## src/rtl/mux_32_if.sv

```systemverilog
// Bus bundle for the 32:1 registered multiplexer: 32 data inputs, the
// select index and the registered result. The master side drives data and
// select and observes out; the slave side is the multiplexer itself.
`timescale 1ns/1ps
interface mux_32_if #(
    parameter int N = 32
);
    logic [N-1:0] in00;
    logic [N-1:0] in01;
    logic [N-1:0] in02;
    logic [N-1:0] in03;
    logic [N-1:0] in04;
    logic [N-1:0] in05;
    logic [N-1:0] in06;
    logic [N-1:0] in07;
    logic [N-1:0] in08;
    logic [N-1:0] in09;
    logic [N-1:0] in10;
    logic [N-1:0] in11;
    logic [N-1:0] in12;
    logic [N-1:0] in13;
    logic [N-1:0] in14;
    logic [N-1:0] in15;
    logic [N-1:0] in16;
    logic [N-1:0] in17;
    logic [N-1:0] in18;
    logic [N-1:0] in19;
    logic [N-1:0] in20;
    logic [N-1:0] in21;
    logic [N-1:0] in22;
    logic [N-1:0] in23;
    logic [N-1:0] in24;
    logic [N-1:0] in25;
    logic [N-1:0] in26;
    logic [N-1:0] in27;
    logic [N-1:0] in28;
    logic [N-1:0] in29;
    logic [N-1:0] in30;
    logic [N-1:0] in31;
    logic [4:0]   select;
    logic [N-1:0] out;

    modport master (
        output in00, in01, in02, in03, in04, in05, in06, in07,
               in08, in09, in10, in11, in12, in13, in14, in15,
               in16, in17, in18, in19, in20, in21, in22, in23,
               in24, in25, in26, in27, in28, in29, in30, in31,
               select,
        input  out
    );

    modport slave (
        input  in00, in01, in02, in03, in04, in05, in06, in07,
               in08, in09, in10, in11, in12, in13, in14, in15,
               in16, in17, in18, in19, in20, in21, in22, in23,
               in24, in25, in26, in27, in28, in29, in30, in31,
               select,
        output out
    );
endinterface

```

## src/rtl/mux_32.sv

```systemverilog
// 32:1 multiplexer with a registered output. The selection is a balanced
// five-level tree of 2:1 muxes; level L is steered by select[L], level 0
// sits next to the inputs. A single N-bit register captures the tree output.
// The ternary operator is used throughout so an X on select shows up as X
// on the result in simulation rather than being silently resolved.
`timescale 1ns/1ps
module mux_32 #(
    parameter int N = 32
) (
    input  logic     clk,
    input  logic     rst_n,
    mux_32_if.slave  bus
);

    logic [N-1:0] lvl0 [32];
    logic [N-1:0] lvl1 [16];
    logic [N-1:0] lvl2 [8];
    logic [N-1:0] lvl3 [4];
    logic [N-1:0] lvl4 [2];
    logic [N-1:0] lvl5;
    logic [N-1:0] out_q;

    // Leaves of the tree, indexed by the input's number.
    assign lvl0[0]  = bus.in00;
    assign lvl0[1]  = bus.in01;
    assign lvl0[2]  = bus.in02;
    assign lvl0[3]  = bus.in03;
    assign lvl0[4]  = bus.in04;
    assign lvl0[5]  = bus.in05;
    assign lvl0[6]  = bus.in06;
    assign lvl0[7]  = bus.in07;
    assign lvl0[8]  = bus.in08;
    assign lvl0[9]  = bus.in09;
    assign lvl0[10] = bus.in10;
    assign lvl0[11] = bus.in11;
    assign lvl0[12] = bus.in12;
    assign lvl0[13] = bus.in13;
    assign lvl0[14] = bus.in14;
    assign lvl0[15] = bus.in15;
    assign lvl0[16] = bus.in16;
    assign lvl0[17] = bus.in17;
    assign lvl0[18] = bus.in18;
    assign lvl0[19] = bus.in19;
    assign lvl0[20] = bus.in20;
    assign lvl0[21] = bus.in21;
    assign lvl0[22] = bus.in22;
    assign lvl0[23] = bus.in23;
    assign lvl0[24] = bus.in24;
    assign lvl0[25] = bus.in25;
    assign lvl0[26] = bus.in26;
    assign lvl0[27] = bus.in27;
    assign lvl0[28] = bus.in28;
    assign lvl0[29] = bus.in29;
    assign lvl0[30] = bus.in30;
    assign lvl0[31] = bus.in31;

    // Level 0: 16 muxes pairing adjacent inputs, steered by select[0].
    for (genvar j = 0; j < 16; j++) begin : g_lvl0
        assign lvl1[j] = bus.select[0] ? lvl0[2*j+1] : lvl0[2*j];
    end

    // Level 1: 8 muxes, steered by select[1].
    for (genvar j = 0; j < 8; j++) begin : g_lvl1
        assign lvl2[j] = bus.select[1] ? lvl1[2*j+1] : lvl1[2*j];
    end

    // Level 2: 4 muxes, steered by select[2].
    for (genvar j = 0; j < 4; j++) begin : g_lvl2
        assign lvl3[j] = bus.select[2] ? lvl2[2*j+1] : lvl2[2*j];
    end

    // Level 3: 2 muxes, steered by select[3].
    for (genvar j = 0; j < 2; j++) begin : g_lvl3
        assign lvl4[j] = bus.select[3] ? lvl3[2*j+1] : lvl3[2*j];
    end

    // Level 4: final mux choosing the in00..in15 or in16..in31 half.
    assign lvl5 = bus.select[4] ? lvl4[1] : lvl4[0];

    // Output register; the async clear wins over any capture in flight.
    always_ff @(posedge clk or negedge rst_n) begin
        if (!rst_n) begin
            out_q <= '0;
        end else begin
            out_q <= lvl5;
        end
    end

    assign bus.out = out_q;

endmodule

```

## src/flat_wrapper.sv

```systemverilog
// flat-port wrapper written by rule: the top's interface ports become plain ports
module mux_32_flat 
#(
    parameter int N = 32
)
  (clk, rst_n, bus_in00, bus_in01, bus_in02, bus_in03, bus_in04, bus_in05, bus_in06, bus_in07, bus_in08, bus_in09, bus_in10, bus_in11, bus_in12, bus_in13, bus_in14, bus_in15, bus_in16, bus_in17, bus_in18, bus_in19, bus_in20, bus_in21, bus_in22, bus_in23, bus_in24, bus_in25, bus_in26, bus_in27, bus_in28, bus_in29, bus_in30, bus_in31, bus_select, bus_out);
  mux_32_if #(.N(N)) bus_i ();
  input  logic clk;
  input  logic rst_n;
  input wire logic [$bits(bus_i.in00)-1:0] bus_in00;
  input wire logic [$bits(bus_i.in01)-1:0] bus_in01;
  input wire logic [$bits(bus_i.in02)-1:0] bus_in02;
  input wire logic [$bits(bus_i.in03)-1:0] bus_in03;
  input wire logic [$bits(bus_i.in04)-1:0] bus_in04;
  input wire logic [$bits(bus_i.in05)-1:0] bus_in05;
  input wire logic [$bits(bus_i.in06)-1:0] bus_in06;
  input wire logic [$bits(bus_i.in07)-1:0] bus_in07;
  input wire logic [$bits(bus_i.in08)-1:0] bus_in08;
  input wire logic [$bits(bus_i.in09)-1:0] bus_in09;
  input wire logic [$bits(bus_i.in10)-1:0] bus_in10;
  input wire logic [$bits(bus_i.in11)-1:0] bus_in11;
  input wire logic [$bits(bus_i.in12)-1:0] bus_in12;
  input wire logic [$bits(bus_i.in13)-1:0] bus_in13;
  input wire logic [$bits(bus_i.in14)-1:0] bus_in14;
  input wire logic [$bits(bus_i.in15)-1:0] bus_in15;
  input wire logic [$bits(bus_i.in16)-1:0] bus_in16;
  input wire logic [$bits(bus_i.in17)-1:0] bus_in17;
  input wire logic [$bits(bus_i.in18)-1:0] bus_in18;
  input wire logic [$bits(bus_i.in19)-1:0] bus_in19;
  input wire logic [$bits(bus_i.in20)-1:0] bus_in20;
  input wire logic [$bits(bus_i.in21)-1:0] bus_in21;
  input wire logic [$bits(bus_i.in22)-1:0] bus_in22;
  input wire logic [$bits(bus_i.in23)-1:0] bus_in23;
  input wire logic [$bits(bus_i.in24)-1:0] bus_in24;
  input wire logic [$bits(bus_i.in25)-1:0] bus_in25;
  input wire logic [$bits(bus_i.in26)-1:0] bus_in26;
  input wire logic [$bits(bus_i.in27)-1:0] bus_in27;
  input wire logic [$bits(bus_i.in28)-1:0] bus_in28;
  input wire logic [$bits(bus_i.in29)-1:0] bus_in29;
  input wire logic [$bits(bus_i.in30)-1:0] bus_in30;
  input wire logic [$bits(bus_i.in31)-1:0] bus_in31;
  input wire logic [$bits(bus_i.select)-1:0] bus_select;
  output wire logic [$bits(bus_i.out)-1:0] bus_out;
  assign bus_i.in00 = bus_in00;
  assign bus_i.in01 = bus_in01;
  assign bus_i.in02 = bus_in02;
  assign bus_i.in03 = bus_in03;
  assign bus_i.in04 = bus_in04;
  assign bus_i.in05 = bus_in05;
  assign bus_i.in06 = bus_in06;
  assign bus_i.in07 = bus_in07;
  assign bus_i.in08 = bus_in08;
  assign bus_i.in09 = bus_in09;
  assign bus_i.in10 = bus_in10;
  assign bus_i.in11 = bus_in11;
  assign bus_i.in12 = bus_in12;
  assign bus_i.in13 = bus_in13;
  assign bus_i.in14 = bus_in14;
  assign bus_i.in15 = bus_in15;
  assign bus_i.in16 = bus_in16;
  assign bus_i.in17 = bus_in17;
  assign bus_i.in18 = bus_in18;
  assign bus_i.in19 = bus_in19;
  assign bus_i.in20 = bus_in20;
  assign bus_i.in21 = bus_in21;
  assign bus_i.in22 = bus_in22;
  assign bus_i.in23 = bus_in23;
  assign bus_i.in24 = bus_in24;
  assign bus_i.in25 = bus_in25;
  assign bus_i.in26 = bus_in26;
  assign bus_i.in27 = bus_in27;
  assign bus_i.in28 = bus_in28;
  assign bus_i.in29 = bus_in29;
  assign bus_i.in30 = bus_in30;
  assign bus_i.in31 = bus_in31;
  assign bus_i.select = bus_select;
  assign bus_out = bus_i.out;
  mux_32 #(.N(N)) u_core (.clk(clk), .rst_n(rst_n), .bus(bus_i));
endmodule
```

## config.mk

```make
export PLATFORM = sky130hd
export DESIGN_NAME = mux_32_flat
export DESIGN_NICKNAME = d
export VERILOG_FILES = /design/src/rtl/mux_32_if.sv /design/src/rtl/mux_32.sv /design/src/flat_wrapper.sv
export SDC_FILE = /design/constraint.sdc
export NUM_CORES = 1
export LEC_CHECK = 0
export BUFFER_PORTS_ARGS = -buffer_cell sky130_fd_sc_hd__buf_2
export CAP_MARGIN = 20
export CORE_AREA = 2 2 414 416
export DETAILED_ROUTE_END_ITERATION = 8
export DIE_AREA = 0 0 416 418
export GPL_ROUTABILITY_DRIVEN = 1
export SLEW_MARGIN = 20
export SYNTH_ARGS = -nofsm -noshare
export SYNTH_HDL_FRONTEND = slang
export SYNTH_SLANG_ARGS = --single-unit
export TNS_END_PERCENT = 5
```

## constraint.sdc

```tcl
create_clock -name clk -period 0.8 [get_ports clk]
set_input_delay 0.08 -clock clk [delete_from_list [all_inputs] [get_ports clk]]
set_output_delay 0.08 -clock clk [all_outputs]
set_load 0.05 [all_outputs]
```

Yosys cells after proc, flatten, opt, wreduce, memory -nomap -nowiden --
Index checks and enable logic that the tools add are counted.
Operators by class: add/subtract/negate cells 0, multiply operators 0, div/mod/pow operators 0, magnitude comparators 0, equal/unequal tests 0, shift-type cells 0, muxes and demuxes 31, bitwise operators 0, reduce and logical (&&, ||, !) cells 0
Operator list (number):
- 32-bit 2-to-1 mux | 31
Word-level totals: flip-flop bits (word level) 32, latch bits 0, RAM bits 0, bits in read-only memories 0, bits of input ports 1031, output and inout port bits 32, memories 0

Logic depth before layout (Yosys ltp) --
word-level depth 5, mapped depth 8, gate-level depth less buffers 5

Least setup slack after synthesis --
Ideal clock, no wire load.
path type input to register, start point in bus_select[1], end point reg u_core.out_q[25], in the netlist u_core.bus.out[25], arrival 1.154 ns, required time 0.671 ns, slack -0.483 ns, stages 8, cells stage by stage buf_4 buf_6 buf_6 buf_6 mux2i_1 a22oi_1 a31oi_1 nand3_1
On the way: longest elaborated chain between the ends 4, elaborated cells on any way between the ends 15, classes of those cells mux: 15
Ends and longest elaborated chain:
- start, declared | line flat_wrapper.sv:42 | input wire logic [$bits(bus_i.select)-1:0] bus_select;
- 32-bit 2-to-1 mux | line mux_32.sv:64 | assign lvl2[j] = bus.select[1] ? lvl1[2*j+1] : lvl1[2*j];
- 32-bit 2-to-1 mux | line mux_32.sv:69 | assign lvl3[j] = bus.select[2] ? lvl2[2*j+1] : lvl2[2*j];
- 32-bit 2-to-1 mux | line mux_32.sv:74 | assign lvl4[j] = bus.select[3] ? lvl3[2*j+1] : lvl3[2*j];
- 32-bit 2-to-1 mux (*) | line mux_32.sv:78 | assign lvl5 = bus.select[4] ? lvl4[1] : lvl4[0];
- net u_core.lvl5[25] | line mux_32.sv:20 | logic [N-1:0] lvl5;
- end signal, assigned | line mux_32.sv:85 | out_q <= lvl5;
- end, declared | line mux_32.sv:21 | logic [N-1:0] out_q;
The timed path passes the listed nets; every way through them passes the cells marked *.

Final worst setup path --
start point in bus_select[1], end point reg u_core.out_q[7], in the netlist u_core.bus.out[7]
The elaborated chain is that of the path after synthesis.

==> metrics.yaml <==
hpwl_um: 97100
synthCells: 1190
worst_pin_slew_ns: 0.579
coreArea_sq_um: 169000
avgSynthCellArea_sq_um: 8.14
dieArea_sq_um: 174000
drive_above_1_share: 0.635
largest_reg_flops: 32
ant_nets: 0
use_met2: 0.194
nNetsFinal: 3469
synthTopCellsByArea: "mux2i_1, dfrtp_1, a22oi_1"
crit_path_start_kind: "input pin"
clockBufferDepth: 2
drt-total-wl_um: 112000
final.period_utilization: 2.01
gr-total-overflow: 0
synth.top_cells.by_count: "mux2i_1, nand2_1, a21oi_1, a22oi_1, nand3_1"
nFillCells: 19400
crit_fanout: 13
synth_flop_cell: "dfrtp_1"
outcome: "finished, violations left"
place_ws_ns: -1.86
antenna_found_initial: 37
worstSetupPathType: "input pin to flip-flop"
cp_common_cell: "buf_4"
clockRootBuffer: "clkbuf_16"
rows: 151
whs_path_depth: 5
synth.most_common_cell: "mux2i_1"
hp-class: "input pin to flip-flop"
arrival_ns: 1.87
finalHoldViolations: 0
slew_viol_final: 0
cts_tree: "built"
dieWidth_um: 416
ir_drop_uv: 754
multi_input_area_sq_um: 9350
synthArstFlopShare: 1.00
clk_pin_slew_ns: 0.08
setup_violations: 64
post_drt_wl_per_cell_um: 24.0
yosys_warnings: 0
synth_area_sq_um: 9690
seq_area_sq_um: 812
rsz0062_at_grt: "yes"
fmax_mhz: 621
io_buffers: 1062
power_leakage_nw: 10.8
grt_use_met3: 0.0329
gp_congestion: 0.932
final_core_util: 0.132
syn_nets: 2221
cpMaxStageDelayCell: "nor3_4"
track_usage: 0.121
p_per_area_nw_per_um2: 835
power_mw: 18.6
synth_seq_cells: 32
die_h_um: 418
path_cells: "buf_16 > buf_4 > mux2i_1 > buf_4 > a22o_1 > nor3_4 > a31oi_4 > buf_6 > nand3_2"
max_stage_delay_ns: 0.38
cts_sinks: 32
cts-buffers-inserted: 5
drv_cap: 0
grt_pass1_wl_um: 141000
firstDrtPassIters: 6
end_kind: "flip-flop"
grt.busiest_layer: "met2"
grt_pass1_vias: 15900
slew_headroom: 0.603
ys_seq_area_frac: 0.0827
violations: "negative setup slack"
synth-edff-count: 0
area_delta_synth_final_pct: 130
viasPerCell: 3.35
synth_area_leader_cell: "mux2i_1"
htreeDepth: 2
drt_iter0_markers: 1146
grt_max_degree: 54
route.vias.total: 15700
post-route-min-period_ns: 1.61
layout_setup_ws_ns: -0.811
remaining_drc_errors: 0
synth.distinct_cells: 21
pin_count: 1063
initial_core_util: 0.0573
cp.required_ns: 1.06
yosys.area.top_type_share: 0.529
grtUsageMet1: 0.160
## report_power, final
group | internal, mW | total, mW | switching, mW
logic | 6.63 | 13.9 | 7.23
clock network | 1.32 | 2.55 | 1.22
registers | 1.87 | 2.20 | 0.330
## stage by stage
step	cell area [sq um]	setup TNS [ns]	hold slack, ns	instances
6_report	22300	-29.00	0.114	4673
5_1_grt	22200	-31.88	0.126	4662
4_1_cts	21700	-31.59	0.0776	4648
3_5_place_dp	19900	-47.02	0.113	4613
3_3_place_gp	19900	-47.59	0.119	4613
2_1_floorplan	9810	-12.28	-0.216	1190
## layout make-up
class	count	area share
well taps	2218	0.125
flip-flops and latches	32	0.0365
repair buffers	1365	0.410
clock buffers	7	0.00686
multi-input cells	1034	0.420
diodes	17	0.00191
## worst max-delay path: cells and delay by family
family | cells | cell delay (ns)
buffers and inverters | 4 | 0.79
and+or+nand+nor | 2 | 0.44
AOI/OAI and AO/OA | 2 | 0.34
muxes | 1 | 0.13
## metal layers
metal | vias to the layer above | wire length, um | share of wire
met5 | - | 158 | 0.0014
met4 | 26 | 2580 | 0.023
met3 | 124 | 9970 | 0.089
met2 | 912 | 51000 | 0.45
met1 | 7468 | 48400 | 0.43
li1 | 7121 | - | -
## worst paths after layout
kind                                from                  to  slack, ns
max                        bus_select[1]   u_core.bus.out[7]      -0.81
min                         bus_in11[25]  u_core.bus.out[25]       0.11
max in group asynchronous          rst_n  u_core.bus.out[28]       0.20
min in group asynchronous          rst_n   u_core.bus.out[5]       0.26
## cell usage in the layout (no fill, tap or decap), drive strengths merged
master | Yosys | final
diode | 0 | 17
dlygate4sd3 | 0 | 1
nor2b | 1 | 1
nand2 | 97 | 97
buf | 81 | 1358
nor2 | 1 | 1
nand2b | 2 | 2
a22oi | 96 | 96
or2 | 1 | 1
dfrtp | 32 | 32
nor3 | 32 | 32
and2b | 1 | 2
a22o | 64 | 64
nand3 | 96 | 96
a31oi | 32 | 32
and2 | 1 | 2
bufbuf | 0 | 5
a21oi | 96 | 96
mux2i | 512 | 512
clkbuf | 45 | 8
## what timing repair did
item                                   4_1_cts  5_1_grt
pin swaps                                   24       33
setup buffers                               20       10
cloned                                      10        0
setup endpoints to repair                   64       64
resized for setup                          236      101
endpoints found under the hold margin       32        0
hold buffers                                 1        0
## cells by family (layout without fill, tap and decap cells)
| logic type | after synthesis | count (layout) | share of synthesized area |
|---|---|---|---|
| muxes | 512 | 512 | 0.529 |
| AOI/OAI and AO/OA | 288 | 288 | 0.203 |
| and+or+nand+nor | 232 | 234 | 0.108 |
| buffers and inverters | 126 | 1372 | 0.0777 |
| DFF | 32 | 32 | 0.0827 |
| other | 0 | 17 | 0 |
(Power assumes the default switching activity.)
